--- src/rtl/bram_port_arbiter.sv ---
// bram_port_arbiter: two-requester round-robin front end for a read-first simple-dual-port BRAM
module bram_port_arbiter #(
    parameter int unsigned DATA_WIDTH    = 16,
    parameter int unsigned ADDRESS_WIDTH = 11,
    parameter int unsigned INIT_CLEAR    = 1
) (
    input  logic                     clock,
    input  logic                     reset,
    input  logic                     a_req_valid,
    output logic                     a_req_ready,
    input  logic                     a_req_wen,
    input  logic [ADDRESS_WIDTH-1:0] a_req_addr,
    input  logic [DATA_WIDTH-1:0]    a_req_wdata,
    output logic                     a_resp_valid,
    output logic [DATA_WIDTH-1:0]    a_resp_rdata,
    input  logic                     b_req_valid,
    output logic                     b_req_ready,
    input  logic                     b_req_wen,
    input  logic [ADDRESS_WIDTH-1:0] b_req_addr,
    input  logic [DATA_WIDTH-1:0]    b_req_wdata,
    output logic                     b_resp_valid,
    output logic [DATA_WIDTH-1:0]    b_resp_rdata,
    output logic [ADDRESS_WIDTH-1:0] mem_raddr,
    input  logic [DATA_WIDTH-1:0]    mem_dout,
    output logic                     mem_wen,
    output logic [ADDRESS_WIDTH-1:0] mem_waddr,
    output logic [DATA_WIDTH-1:0]    mem_din,
    output logic                     busy
);
    typedef enum logic {CLEAR, RUN} state_t;
    state_t state, state_next;
    logic [ADDRESS_WIDTH-1:0] cnt, raddr_q;
    logic wptr, rptr, resp_vld, resp_own;
    logic run, clearing, aw, bw, ar, br, a_wg, b_wg, a_rg, b_rg;
    assign run      = state == RUN && !reset;
    assign clearing = state == CLEAR && !reset;
    assign aw = a_req_valid && a_req_wen;
    assign bw = b_req_valid && b_req_wen;
    assign ar = a_req_valid && !a_req_wen;
    assign br = b_req_valid && !b_req_wen;
    assign a_wg = run && aw && (!bw || !wptr);
    assign b_wg = run && bw && (!aw || wptr);
    assign a_rg = run && ar && (!br || !rptr);
    assign b_rg = run && br && (!ar || rptr);
    assign a_req_ready  = a_wg || a_rg;
    assign b_req_ready  = b_wg || b_rg;
    assign mem_wen      = clearing || a_wg || b_wg;
    assign mem_waddr    = clearing ? cnt : a_wg ? a_req_addr : b_req_addr;
    assign mem_din      = clearing ? '0 : a_wg ? a_req_wdata : b_req_wdata;
    assign mem_raddr    = reset ? '0 : a_rg ? a_req_addr : b_rg ? b_req_addr : raddr_q;
    assign busy         = reset ? INIT_CLEAR != 0 : state == CLEAR;
    assign a_resp_valid = !reset && resp_vld && !resp_own;
    assign b_resp_valid = !reset && resp_vld && resp_own;
    assign a_resp_rdata = mem_dout;
    assign b_resp_rdata = mem_dout;
    // leave the sweep once the last address has been zeroed
    always_comb begin
        state_next = state;
        if (state == CLEAR && &cnt) state_next = RUN;
    end
    // state, sweep counter and last-driven read address
    always_ff @(posedge clock) begin
        if (reset) begin
            state   <= INIT_CLEAR != 0 ? CLEAR : RUN;
            cnt     <= '0;
            raddr_q <= '0;
        end else begin
            state   <= state_next;
            cnt     <= state == CLEAR ? cnt + 1'b1 : '0;
            raddr_q <= mem_raddr;
        end
    end
    // priority pointers flip only on a conflict, pointing at the loser
    always_ff @(posedge clock) begin
        if (reset) begin
            wptr <= 1'b0;
            rptr <= 1'b0;
        end else begin
            if (run && aw && bw) wptr <= !wptr;
            if (run && ar && br) rptr <= !rptr;
        end
    end
    // response owner tag lines up with the BRAM's one-cycle read latency
    always_ff @(posedge clock) begin
        if (reset) begin
            resp_vld <= 1'b0;
            resp_own <= 1'b0;
        end else begin
            resp_vld <= a_rg || b_rg;
            resp_own <= b_rg;
        end
    end
endmodule
--- config.mk ---
export PLATFORM = sky130hd
export DESIGN_NAME = bram_port_arbiter
export DESIGN_NICKNAME = d
export VERILOG_FILES = /design/src/rtl/bram_port_arbiter.sv
export SDC_FILE = /design/constraint.sdc
export NUM_CORES = 1
export LEC_CHECK = 0
export BUFFER_PORTS_ARGS = -buffer_cell sky130_fd_sc_hd__buf_2
export CELL_PAD_IN_SITES_DETAIL_PLACEMENT = 1
export CELL_PAD_IN_SITES_GLOBAL_PLACEMENT = 1
export CORE_MARGIN = 2
export CORE_UTILIZATION = 30
export CTS_CLUSTER_SIZE = 28
export DETAILED_ROUTE_END_ITERATION = 6
export PLACE_DENSITY = 0.87
export SYNTH_ARGS = -nofsm -noshare
export SYNTH_HDL_FRONTEND = slang
export SYNTH_SLANG_ARGS = --single-unit
export TNS_END_PERCENT = 20
--- constraint.sdc ---
create_clock -name clock -period 3.2 [get_ports clock]
set_input_delay 0.32 -clock clock [delete_from_list [all_inputs] [get_ports clock]]
set_output_delay 0.32 -clock clock [all_outputs]
set_load 0.01 [all_outputs]
==> results.md <==
- The number of cells on the worst reg-to-reg path is 4.
- The clock latency of the later-clocked register in the worst-skew pair is 0.28 ns.
- The synthesized instance count is 305.
- The pin count of the biggest net entering global routing is 37.
- After synthesis the netlist holds a flip-flop and latch count of 27.
- The path with the worst hold slack has its endpoint at resp_vld.
- By area the synthesized netlist is led by sky130_fd_sc_hd__dfxtp_1 25%, sky130_fd_sc_hd__buf_4 11%, sky130_fd_sc_hd__nand3_1 9.8%.
- The number of DRC markers after the initial detailed-route iteration is 113.
- The buffer and inverter count on the worst path is 1.
- The share of the synthesized area in the top cell type is 0.246.
- The length of the first detailed-routing pass in iterations is 4.
- In this run, post-CTS hold repair placed 0 buffers.
- In the final routed layout, each cell accounts on average for 17.5 um.
- Counting every net in the synthesized netlist gives 382.
- The floorplan step defined a die boundary enclosing 8030 um^2.
- In this run the number of H-tree levels came out at 1.
- Timing analysis after detailed placement gives a worst setup slack of 0.749 ns.
- The number of antenna violations at the first check in global routing is 0.
- The placement row count is 31.
- The final count of pins violating max slew is 0.
- The family with the most delay on the worst path is simple AND/OR/NAND/NOR gates.
- The synthesized netlist contains 40 unique library cells.
- The startpoint identified for the worst register-to-register timing path is state.
- The class of the tightest hold or removal check is in -> reg.
- The wire length of the first global-routing pass is roughly 12 mm.
- The layout filler cell count is approximately 940.
- The number of global-route vias before repair is 2531.
- Across the routed clock network, the largest skew measured is 0.00575 ns.
- The worst stage delay on the critical path is about 0.60 ns.
- The core region is 7180 um^2.
- Across all setup checks in the final design, the least slack found is 0.696 ns.
- The number of resized instances in the post-cts repair step is 0.
- The top cell type by total area after synthesis is sky130_fd_sc_hd__dfxtp_1.
- After layout, the minimum clock period comes to ~2.5 ns.
- The worst setup path is captured at a primary output.
- The ratio of routed vias to standard cells is between 5 and 6.
- CTS saw 27 sinks.
- The total via count in the routed design is approximately 2.6k.
- Max-cap violations in this run came to 0.
- The worst hold path was traced through 3 stages.
- The worst setup path is of the reg -> out kind.
- The maximum count of clock buffers along a single path is 2.
- Compared with the post-synthesis result, the final layout area differs by 15.6%.
- The post-CTS setup repair buffer count is 0.
- The hold path startpoint is a_req_valid.
- At the worst endpoint, the arrival time is 2.18 ns.
- On the final layout, the worst hold slack is ~0.37 ns.
- Setup repair after global routing left no endpoint under its margin.
- The run finished with clean final reports.
- The I/O pin total is 152.
- The final worst-path cycle share is 0.783.
- For this configuration, the core starts out at a cell density of 0.307.
- The vertical die dimension is 89.6 um.
- The commonest register cell after synthesis is sky130_fd_sc_hd__dfxtp_1.
- The number of hold-slack violations in the final timing report was 0.
- The cell area that synthesis handed to floorplanning was 2200 um^2.
- For the worst setup path, the data required time is 2.88 ns.
- The design draws 681 uW.
- The power per cell area is 268 nW/um^2.
- By count the netlist is led by 43 x sky130_fd_sc_hd__nand3_1, 43 x sky130_fd_sc_hd__o21ai_0, 32 x sky130_fd_sc_hd__buf_4.
- The share of synthesized registers carrying an async set or reset is 0.
- The sequential share of the synthesized area is 0.246.
- Of all nets on the critical path, the largest fanout is 18.
- The TritonCTS buffer count is 3.
- The cell sitting at the root of the clock tree is a sky130_fd_sc_hd__clkbuf_8.
- The kind of start point of the critical path is a flop.
- For this design the static power due to leakage is between 0.9 and 1 nW.
- Yosys mapped a number of flops with a built-in enable equal to 0.
- The worst register-to-register path has a setup slack of 1.18 ns.
- The count of unresolved DRC violations after routing is 0.
- The accumulated negative setup slack is 0 ns.
- The headroom to the max-slew limit is 0.195.
- The final antenna-violating net count is 0.
- The post-detailed-routing wire length is 7.96 mm.
- The fmax is 399 MHz.
- The largest voltage drop on the vdd net is 0.160 mV.
- The number of antenna diodes in the final layout is 0.
- In the final design database the tool counted 434 nets.
- In this run the tool buffered the top-level ports with around 100 buffer cells.
- The final setup violation count is 0.
- The fraction of final layout cells sized beyond drive strength 1 is 0.329.
- Global routing finished with a remaining overflow of 0.
- The endpoint identified for the worst register-to-register timing path is raddr_q[9].
- The slew at the pin with the worst max-slew slack is 1.20 ns.
- The routability congestion estimate is 0.872.
- From left edge to right edge, the die measures 89.6 um.
- Yosys printed 0 warnings.
- The clock-pin slew reported for the worst setup and hold paths after clock tree synthesis is roughly 0.090 ns.
- After synthesis, the mean cell area works out to 7.21 um^2.
- For this design, the slowest cell found on the critical path is sky130_fd_sc_hd__or2_1.
- The critical path goes through and3b_1 > or2_1 > o21ai_0 > buf_2.
- For this run, the total global-route usage over all layers was measured as 0.193.
- Detailed placement finished with a half-perimeter wire length of 5.91 mm.
- The TritonCTS clock tree is done.
- The critical path crosses 4 cells after its start point.
power by group:
| part | internal (mW) | switching, mW | leakage, nW |
|---|---|---|---|
| logic | 0.0599 | 0.0789 | 0.753 |
| clock network | 0.0894 | 0.110 | 0.0228 |
| registers | 0.339 | 0.00406 | 0.218 |
routing by layer:
layer,track usage,vias up,part of all wire,wire (um)
li1,-,1209,-,-
met1,0.243,1234,0.42,3330
met2,0.348,96,0.51,4080
met3,0.0293,12,0.057,457
met4,0.0407,0,0.012,95
met5,0,-,0,0
per-stage QoR:
stage,instances,area [um^2],utilization
finish,455,2540,0.354
global route,455,2540,0.354
CTS,455,2540,0.354
detailed placement,451,2500,0.348
global placement,451,2500,0.348
floorplan,305,2200,-
how the worst max path moves through the flow:
stage,startpoint,endpoint,slack (ns)
finish,rptr,a_req_ready,0.70
global route,state,mem_raddr[5],0.48
CTS,state,mem_raddr[5],0.72
detailed placement,reset,a_req_ready,0.75
global placement,reset,a_req_ready,0.82
floorplan,reset,mem_raddr[0],1.37
area by class of cell:
cell class | count | area (um^2) | area share
Multi-Input combinational cell | 215 | 1270 | 0.501
Sequential cell | 27 | 541 | 0.212
Clock buffer | 4 | 45.0 | 0.0177
Timing Repair Buffer | 108 | 553 | 0.217
Inverter | 2 | 7.51 | 0.00295
Tap cell | 99 | 124 | 0.0487
cell usage in the layout (no fill, tap or decap), types with 3 or more instances in the layout:
master	n
sky130_fd_sc_hd__dfxtp_1	27
sky130_fd_sc_hd__nand2_1	4
sky130_fd_sc_hd__o21ai_0	43
sky130_fd_sc_hd__a21oi_1	24
sky130_fd_sc_hd__nor3_1	11
sky130_fd_sc_hd__nand3_1	43
sky130_fd_sc_hd__buf_2	103
sky130_fd_sc_hd__or3_1	6
sky130_fd_sc_hd__clkbuf_8	3
sky130_fd_sc_hd__nand2b_1	4
sky130_fd_sc_hd__a311oi_1	22
sky130_fd_sc_hd__buf_4	5
sky130_fd_sc_hd__nor2_1	17
sky130_fd_sc_hd__a31oi_1	12
sequential cells by signal (all words and copies together) (netlist names):
| name | count |
|---|---|
| state | 1 |
| resp_vld | 1 |
| wptr | 1 |
| resp_own | 1 |
| cnt | 11 |
| raddr_q | 11 |
| rptr | 1 |
cells by family (layout without fill, tap and decap cells):
logic type,after synthesis,after routing,share of synthesized area
compound gates,106,106,0.290
xor+xnor,3,3,0.0119
fa+ha+maj,1,1,0.00569
buf+inv,63,114,0.175
flops,27,27,0.246
mux,1,1,0.00512
simple gates,104,104,0.267
worst min-delay path: cells and delay by family:
family / cells / cell delay, ns
buffers and inverters: 1 / 0.15
AO/OA/AOI/OAI: 1 / 0.05
AND/OR/NAND/NOR: 1 / 0.08
Note: power is estimated with default switching activity, not from simulation.
